[src/rtl/mem_port_arbiter.sv]
// rtl/mem_port_arbiter.sv - two-requester arbiter for the shared synchronous RAM port
// Optional round-robin tie-breaking is enabled by defining MEM_ARB_RR_EN;
// without it requester 0 always wins a tie.
module mem_port_arbiter #(
  parameter int AW = 9,
  parameter int DW = 16
) (
  input  logic          clk,
  input  logic          reset,
  input  logic [2:0]    m0_cmd,
  input  logic [AW-1:0] m0_addr,
  input  logic [DW-1:0] m0_wdata,
  output logic          m0_ready,
  output logic          m0_rvalid,
  output logic [DW-1:0] m0_rdata,
  input  logic [2:0]    m1_cmd,
  input  logic [AW-1:0] m1_addr,
  input  logic [DW-1:0] m1_wdata,
  output logic          m1_ready,
  output logic          m1_rvalid,
  output logic [DW-1:0] m1_rdata,
  output logic [2:0]    mem_cmd,
  output logic [AW-1:0] mem_addr,
  output logic [DW-1:0] mem_wdata,
  input  logic [DW-1:0] mem_rdata
);

  localparam logic [2:0] MNONE  = 3'b001;
  localparam logic [2:0] MREAD  = 3'b010;
  localparam logic [2:0] MWRITE = 3'b100;

  typedef enum logic [1:0] {S_IDLE, S_ACC, S_RESP} state_t;

  state_t state, state_nxt;
  logic   owner;
  logic   req0, req1;
  logic   grant0, grant1;
  logic   accept;

  // Only the two legal one-hot access codes count as a request.
  assign req0 = (m0_cmd == MREAD) || (m0_cmd == MWRITE);
  assign req1 = (m1_cmd == MREAD) || (m1_cmd == MWRITE);

`ifdef MEM_ARB_RR_EN
  logic rr_last;

  // Remember the most recent grant so a tie goes to the other requester.
  always_ff @(posedge clk) begin
    if (reset)
      rr_last <= 1'b1;
    else if (accept)
      rr_last <= grant1;
  end

  assign grant0 = req0 && (!req1 || rr_last);
`else
  assign grant0 = req0;
`endif
  assign grant1 = req1 && !grant0;

  // Next-state and grant decode; grants only happen from idle and never during reset.
  always_comb begin
    state_nxt = state;
    m0_ready  = 1'b0;
    m1_ready  = 1'b0;
    accept    = 1'b0;
    case (state)
      S_IDLE: begin
        if (!reset && (grant0 || grant1)) begin
          accept    = 1'b1;
          m0_ready  = grant0;
          m1_ready  = grant1;
          state_nxt = S_ACC;
        end
      end
      S_ACC:   state_nxt = (mem_cmd == MREAD) ? S_RESP : S_IDLE;
      S_RESP:  state_nxt = S_IDLE;
      default: state_nxt = S_IDLE;
    endcase
  end

  // State plus the registered RAM command/address/data; the command lives for one cycle only.
  always_ff @(posedge clk) begin
    if (reset) begin
      state     <= S_IDLE;
      mem_cmd   <= MNONE;
      mem_addr  <= '0;
      mem_wdata <= '0;
      owner     <= 1'b0;
    end else begin
      state <= state_nxt;
      if (accept) begin
        mem_cmd   <= grant1 ? m1_cmd   : m0_cmd;
        mem_addr  <= grant1 ? m1_addr  : m0_addr;
        mem_wdata <= grant1 ? m1_wdata : m0_wdata;
        owner     <= grant1;
      end else begin
        mem_cmd <= MNONE;
      end
    end
  end

  assign m0_rvalid = (state == S_RESP) && !owner;
  assign m1_rvalid = (state == S_RESP) &&  owner;
  assign m0_rdata  = mem_rdata;
  assign m1_rdata  = mem_rdata;

endmodule

[config.mk]
export PLATFORM = sky130hd
export DESIGN_NAME = mem_port_arbiter
export DESIGN_NICKNAME = d
export VERILOG_FILES = /design/src/rtl/mem_port_arbiter.sv
export SDC_FILE = /design/constraint.sdc
export NUM_CORES = 1
export LEC_CHECK = 0
export ABC_AREA = 1
export BUFFER_PORTS_ARGS = -buffer_cell sky130_fd_sc_hd__buf_2
export CORE_MARGIN = 1.5
export CORE_UTILIZATION = 35
export CTS_CLUSTER_SIZE = 40
export DETAILED_ROUTE_END_ITERATION = 16
export GPL_ROUTABILITY_DRIVEN = 1
export PLACE_DENSITY = 0.7
export SYNTH_ARGS = -nofsm -noshare
export SYNTH_HDL_FRONTEND = slang
export SYNTH_SLANG_ARGS = --single-unit
[constraint.sdc]
create_clock -name clk -period 2.7 [get_ports clk]
set_clock_uncertainty 0.2 [all_clocks]
set_input_delay 0.405 -clock clk [delete_from_list [all_inputs] [get_ports clk]]
set_output_delay 0.405 -clock clk [all_outputs]
set_load 0.005 [all_outputs]
After elaboration in Yosys (flattened, before gate mapping)
Index checks and enable logic that the tools add are counted.
- $mul: 0
- shift-type cells: 0
- $lt $le $gt $ge: 0
- bitwise gates (word level): 1
- reductions and logical operators: 12
- add/subtract/negate cells: 0
- div/mod/pow operators: 0
- multiplexer cells: 12
- equality and inequality tests: 8
- operator list (cell ; count):
    two-way mux 16 bit ; 1
    equality test 3 x 2 -> 1 bit (second input constant) ; 3
    two-way mux 9 bit ; 1
    equality test 3 bit (second input constant) ; 2
    two-way mux 1 bit ; 6
    logical AND 1 bit ; 4
    two-way mux 2 bit ; 2
    case mux 2 bit (2 select lines) ; 1
    logical NOT 1 bit ; 3
    logical OR 1 bit ; 3
    two-way mux 3 bit ; 1
    equality test 2 x 1 -> 1 bit (second input constant) ; 1
    equality test 2 bit (second input constant) ; 1
    logical NOT 2 bit ; 1
    != test 2 bit (second input constant) ; 1
    OR reduction 2 bit ; 1
    inverter 1 bit ; 1
- input bits: 74
- register bits after elaboration: 31
- ROM bits: 0
- memories: 0
- output and inout port bits: 64
- logic and storage cells: 38
- memory bits (writable): 0
- latch bits: 0

Longest topological paths before layout
Gate-level depths: netlist (run 1).
- depth after elaboration: 10
- mapped depth: 9
- depth with buffers taken out: 8

Worst setup path after synthesis (run 1)
Ideal clock, no wire load.
- kind: input port to output port
- from: in m1_cmd[1]
- to: out m1_ready
- arrival: 1.046 ns
- stages: 6
- path buffers: 1
- data required time: 2.095 ns
- path slack: 1.049 ns
- cells stage by stage: nand2_1 > nand2_2 > nor2_4 > nand2_4 > buf_6 > nor2_1
- cells in the longest elaborated chain, start to end: 7
- elaborated cells between the ends (all ways): 8
- classes of those cells: 2 x eq/ne; 2 x mux; 4 x reduce/logical
- ends and longest elaborated chain (element ; line ; source):
    start, declared ; 16 ; input logic [2:0] m1_cmd,
    equality test 3 x 2 -> 1 bit / equality test 3 bit (equally long branches) ; 42 ; assign req1 = (m1_cmd == MREAD) || (m1_cmd == MWRITE);
    logical OR 1 bit (*) ; 42 ;
    logical AND 1 bit (*) ; 59 ; assign grant1 = req1 && !grant0;
    logical OR 1 bit ; 69 ; if (!reset && (grant0 || grant1)) begin
    logical AND 1 bit ; 69 ;
    two-way mux 1 bit (*) ; 69 ;
    two-way mux 1 bit (*) ; 67 ; case (state)
    end, declared ; 19 ; output logic m1_ready,
Mark *: on every way between the ends. The rest lies on a longest branch, timed or not.

Final worst setup path (run 1)
- from: reg state[0]
- to: out m0_ready
- cells in the longest elaborated chain, start to end: 2
- ends and longest elaborated chain (element ; line ; source):
    start, declared ; 34 ; state_t state, state_nxt;
    start signal, assigned ; 91 ; state <= state_nxt;
    logical NOT 2 bit ; 67 ;
    two-way mux 1 bit ; 67 ;
    end, declared ; 13 ; output logic m0_ready,
Every way passes these cells.

==> results.toml, run 1 <==
[clocking]
cts.htree.levels = 2
ctsResizeCount = 0
cts_buffers = 5
cts-root-buf = "clkbuf_8"
cts_tree = "done"
clk_pin_slew_worst_paths_ns = 0.06
clk_path_buf_depth = 2
clkLatencyLatePin_ns = 0.27
cts_sinks = 31
cts_setup_buffers = 0
hold_buffers = 0

[place]
io_buffer_count = 89
gp_congestion = 0.728
place_hpwl_mm = 3.08

[finish]
drive_above_1_share_pct = 30.0
multi_input_area_um2 = 828
final_nets = 455
area_growth_pct = 11.7
n_fill_cell = 646
seqCellArea_um2 = 621
diodes = 0

[timing]
worst_slew_pin_slew_ns = 0.701
period_needed_ns = 2.11
finalHoldViolations = 0
holdWs_ns = 0.172
max_slew_margin_pct = 53.0
rsz0062_at_grt = "false"
fmax_ghz = 0.475
min_period_over_period_pct = 78.0
finalMaxSlewViolations = 0
tns_ns = 0
setup_viol = 0

[critical_path]
crit_start = "state[0]"
path_delay_family = "simple AND/OR/NAND/NOR gates"
slowest_delay_ns = 0.41
arrival_ns = 1.50
r2r_start = "state[0]"
timing_worst_setup_path_type = "register to output port"
path_cells = "inv_2 -> nand2_1 -> nor2_4 -> nand2_4 -> inv_1 -> buf_2"
cp-start-kind = "register"
cp-end-kind = "output port"
slowest_stage = "dfxtp_1"
cp_num_buf_inv = 3
required_ns = 2.10
cp_max_fo = 44

[grt]
grt_max_degree = 45
grt_pass1_vias = 1652
antenna_found_initial = 0
grt_pass1_wl_mm = 6.98
grt_usage_pct = 13.4
gr-total-overflow = 0

[power_and_ir_drop]
total_power_mw = 1.13
power_density_mw_per_mm2 = 478
p_leak_nw = 1.51
max-vdd-ir-drop_uv = 176

[min_path]
worstHoldStart = "reset"
hp-class = "input port to register"

[detailed_routing]
routed_wl_mm = 4.33
drc = 0
wl_per_cell_um = 9.52
vias_per_cell = 4.20
drt-pass1-iter-count = 4
drt_iter0_drc = 57
vias = 1912
ant_nets = 0

[yosys]
synth.cell_area_mm2 = 0.00211
syn_inst = 330
synth_area_leaders = "dfxtp_1, nand2_1, inv_1, buf_4, nand3_1"
synth-seq-cells = 31
ys_seq_area_share_pct = 29.5
yosys_warnings = 0
syn_nets = 404
synth_cell_types = 23
synth.top_cell.area_share_pct = 29.5
synth_top_cell_by_area = "dfxtp_1"
avgSynthCellArea_um2 = 6.38

[floorplanning]
die-area_mm2 = 0.00649
die_x_um = 80.6
row_count = 28
start_util_pct = 36.0
fp.dieH_um = 80.6
ios = 138
core_mm2 = 0.00585

[run_status]
status = "finished clean"

[flow_run]
maxCapViolCount = 0
sequential cells by signal (all words and copies together) (netlist names):
name / cells
mem_addr: 9
mem_cmd: 3
mem_wdata: 16
owner: 1
state: 2
layout by cell type, fill, tap and decap left out:
master     n
clkbuf_1   1
inv_2      2
clkinv_1   1
nand2_4    4
a21oi_1   14
a21oi_2    9
nand2_1   93
nor2_4     2
o21ai_1    2
nor2_1    15
nand3_1   26
inv_1     75
nor3_1     3
nor2_2     1
clkbuf_8   5
a211oi_2   1
o21ai_0    4
dfxtp_1   31
nand2_2    1
buf_2     89
nand4_1    1
cells by family after synthesis:
family,share of synthesized area [%]
AOI/OAI and AO/OA,9.09
buffers and inverters,31.2
DFF,29.5
and+or+nand+nor,30.2
layout make-up:
type / instances / area share (%)
sequential: 31 / 26.4
inverter: 78 / 12.4
tap: 75 / 3.99
clock buffer: 6 / 3.08
multi-input combinational: 176 / 35.2
timing repair buffer: 89 / 18.9
report_power, final:
part           switching (mW)  internal, mW  total, mW
Clock                   0.150         0.171      0.322
Sequential             0.0215         0.500      0.522
Combinational           0.160         0.123      0.283
Total                   0.331         0.794       1.13
worst paths after layout:
path / slack (ns) / cells after the start / endpoint
worst min register to register: 0.23 / 1 / state[1]
worst max-delay path: 0.59 / 6 / m0_ready
worst max register to register: 0.78 / 8 / mem_wdata[8]
worst min-delay path: 0.17 / 2 / owner
per-layer routing:
metal | global-route usage, % | vias to the layer above | routed length [um]
met1 | 15.8 | 813 | 1940
met2 | 23.4 | 51 | 2050
met3 | 2.95 | 12 | 280
met5 | 0 | - | 0
met4 | 5.52 | 0 | 61
li1 | - | 1036 | -
synth_stat cells, drive strengths merged:
cell type  instances
a211oi             1
a21oi             23
buf               44
clkbuf             1
clkinv             1
dfxtp             31
inv               77
nand2             98
nand3             26
nand4              1
nor2              18
nor3               3
o21ai              6
through the flow:
stage | instance area (um^2) | setup slack [ns] | std cells | utilization (%)
floorplan | 2110 | 1.05 | 330 | -
global placement | 2280 | 0.625 | 449 | 39.0
detailed placement | 2280 | 0.575 | 449 | 39.0
CTS | 2350 | 0.555 | 455 | 40.2
global route | 2350 | 0.469 | 455 | 40.2
finish | 2350 | 0.594 | 455 | 40.2
(Power assumes the default switching activity.)
==> run 2, diff against run 1 <==
--- a/config.mk
+++ b/config.mk
@@ -5,14 +5,14 @@
 export SDC_FILE = /design/constraint.sdc
 export NUM_CORES = 1
 export LEC_CHECK = 0
-export ABC_AREA = 1
+export ABC_AREA = 0
 export BUFFER_PORTS_ARGS = -buffer_cell sky130_fd_sc_hd__buf_2
 export CORE_MARGIN = 1.5
 export CORE_UTILIZATION = 35
 export CTS_CLUSTER_SIZE = 40
 export DETAILED_ROUTE_END_ITERATION = 16
 export GPL_ROUTABILITY_DRIVEN = 1
-export PLACE_DENSITY = 0.7
+export PLACE_DENSITY = 0.76
 export SYNTH_ARGS = -nofsm -noshare
 export SYNTH_HDL_FRONTEND = slang
 export SYNTH_SLANG_ARGS = --single-unit
==> constraint.sdc (replaced) <==
create_clock -name clk -period 1.75 [get_ports clk]
set_clock_uncertainty 0.2 [all_clocks]
set_input_delay 0.2625 -clock clk [delete_from_list [all_inputs] [get_ports clk]]
set_output_delay 0.2625 -clock clk [all_outputs]
set_load 0.005 [all_outputs]
==> run 2 against run 1 <==
Utilization up 7.1 points. Total power rose by 59%. Die area down 16%. Non-clock buffer count rose by 21. Clock-buffer cell count rose by 2. Synthesized area is 16% lower. Sequential share of layout area grew 1.1 points. Final cell count is 25% lower. Largest cell class unchanged. Highest routed layer unchanged.
==> results.toml, run 2 <==
[place]
gp_congestion = 0.793
io_buffer_count = 89
place_area_mm2 = 0.00211
place_hpwl_mm = 3.47

[finish]
final_common_cell = "buf_2"
largest_registers = "mem_wdata (16), mem_addr (9), mem_cmd (3)"
drive_above_1_share_pct = 47.6
final_area_mm2 = 0.00226
final_core_util_pct = 47.3
top_register = "mem_wdata"
final_cell_mix = "buf_2, dfxtp_1"
final_nets = 346
largest_reg_flops = 16
diodes = 0
area_growth_pct = 28.0

[grt]
gr-total-overflow = 0
grt_pass1_wl_mm = 7.27
grt_usage_pct = 17.3
grt_max_degree = 28
antenna_found_initial = 0
grt_pass1_vias = 1613

[clocking]
clk_path_buf_depth = 2
cts-root-buf = "clkbuf_8"
cts.htree.levels = 2
cts_sinks = 31
cts_buffers = 5
clk_pin_slew_worst_paths_ns = 0.06
hold_buffers = 0
cts_tree = "done"
clkLatencyLatePin_ns = 0.27

[power_and_ir_drop]
internal-power_mw = 1.31
switching_share_pct = 27.1
p_leak_nw = 1.11
clkPwrFrac_pct = 33.8
comb_power_share_pct = 22.8
max-vdd-ir-drop_uv = 335
p_sw_uw = 485
seqPwrFrac_pct = 43.4
power_density_mw_per_mm2 = 792

[yosys]
avgSynthCellArea_um2 = 8.67
synth_area_leaders = "dfxtp_1, buf_4, o221ai_1, and3_1, a21oi_1"
async_flop_share_pct = 0
yosys_warnings = 0
syn_inst = 204
synth_top_cell_by_area = "dfxtp_1"
synth.most_common_cell = "buf_4"
syn_nets = 278
synth.top_cell.area_share_pct = 35.1
synth_edf_count = 0
synth_cell_types = 29
synth.cell_area_mm2 = 0.00177
synth-seq-cells = 31
ys_seq_area_share_pct = 35.1
synth_commonest_cells = "buf_4, dfxtp_1"
synth-main-ff-cell = "dfxtp_1"

[critical_path]
path_cells = "nor3_4 -> nand3_2 -> nor2_1 -> buf_2"
crit_cells = 4
required_ns = 1.29
slowest_delay_ns = 0.34
arrival_ns = 1.23
reg2reg_depth = 7
cp_max_fo = 4
slowest_stage = "dfxtp_2"
cp-start-kind = "register"
timing_worst_setup_path_type = "register to output port"
path_delay_family = "simple AND/OR/NAND/NOR gates"
cp-end-kind = "output port"
cp_num_buf_inv = 1

[floorplanning]
start_util_pct = 36.9
die_x_um = 74.1
ios = 138
die-area_mm2 = 0.00549
row_count = 25
fp.dieH_um = 74.1
core_mm2 = 0.00479

[timing]
finalMaxSlewViolations = 0
setup_viol = 0
min_period_over_period_pct = 96.8
holdWs_ns = 0.102
worst_slew_pin_slew_ns = 0.568
tns_ns = 0
fmax_ghz = 0.591
max_slew_margin_pct = 62.1
rsz0062_at_grt = "true"
finalHoldViolations = 0
period_needed_ns = 1.69

[detailed_routing]
drc = 0
vias_per_cell = 5.16
drt-pass1-iter-count = 4
vias = 1756
routed_wl_mm = 4.95
ant_nets = 0
wl_per_cell_um = 14.6
drt_iter0_drc = 66

[flow_run]
maxCapViolCount = 0

[run_status]
status = "finished clean"

[min_path]
hold_depth = 3
hp-class = "input port to register"
run 2: cell count changes after synthesis, sizes merged, moves of 2 or more:
cell,delta
a21oi,-2
inv,-68
mux2i,+2
o21ai,-6
nor2,-14
o22ai,+4
buf,-7
a221oi,+4
xor2,+2
o221ai,+21
nand3,-3
and3,+21
clkbuf,+12
nand2,-97
run 2: metal layers:
metal	part of all wire, %	wire, um	vias up	track usage (%)
met1	43	2130	798	20.5
met4	1.6	80	0	9.05
met3	8.6	425	10	5.83
met5	0	0	-	0
met2	47	2320	94	27.9
li1	-	-	854	-
run 2: cell type report:
type	instances	area, um^2
Fill cell	481	2520
Multi-Input combinational cell	115	808
Sequential cell	31	622
Timing Repair Buffer	110	616
Clock buffer	8	100
Tap cell	67	83.8
Inverter	9	33.8
run 2: worst paths after layout:
| check | slack [ns] | endpoint | startpoint |
|---|---|---|---|
| min | 0.10 | mem_cmd[2] | m1_cmd[2] |
| max | 0.06 | m1_ready | state[1] |
| min reg2reg | 0.22 | state[1] | mem_cmd[2] |
| max reg2reg | 0.12 | mem_wdata[2] | state[1] |
run 2: power groups by stage:
stage                     Clock, mW  Combinational [mW]  Sequential (mW)
after floorplan                   0               0.259            0.796
after global routing          0.651               0.448            0.782
after global placement            0               0.387            0.793
final                         0.606               0.409            0.779
after CTS                     0.623               0.397            0.779
after detailed placement          0               0.391            0.794
run 2: metrics by stage:
step	instances	worst slack [ns]	power, mW
floorplan	204	0.103	1.06
global placement	327	-0.166	1.18
detailed placement	327	-0.160	1.18
CTS	336	0.00758	1.80
global route	340	-0.0184	1.88
finish	340	0.0568	1.79
run 2: cell families (layout without fill, tap and decap cells):
| group | after synthesis | count (layout) | synth area share [%] |
|---|---|---|---|
| muxes | 2 | 2 | 1.13 |
| xor gates and xnor gates | 3 | 3 | 1.91 |
| and+or+nand+nor | 56 | 57 | 19.0 |
| buffers and inverters | 59 | 127 | 20.4 |
| DFF | 31 | 31 | 35.1 |
| AOI/OAI and AO/OA | 53 | 53 | 22.5 |
run 2: timing repair:
item                                    in CTS  in global routing
setup buffers                                1                  3
endpoints found under the setup margin       2                  2
gates cloned                                 0                  1
hold endpoints to repair                     0                  0
gates resized for setup                      1                  2
pin swaps                                    1                  5
run 2: worst register-to-register path, delay by kind of cell, from the launching register on:
kind | cells | cell delay, ns
compound gates | 1 | 0.06
buf+inv | 3 | 0.44
simple gates | 3 | 0.46
flops | 1 | 0.34
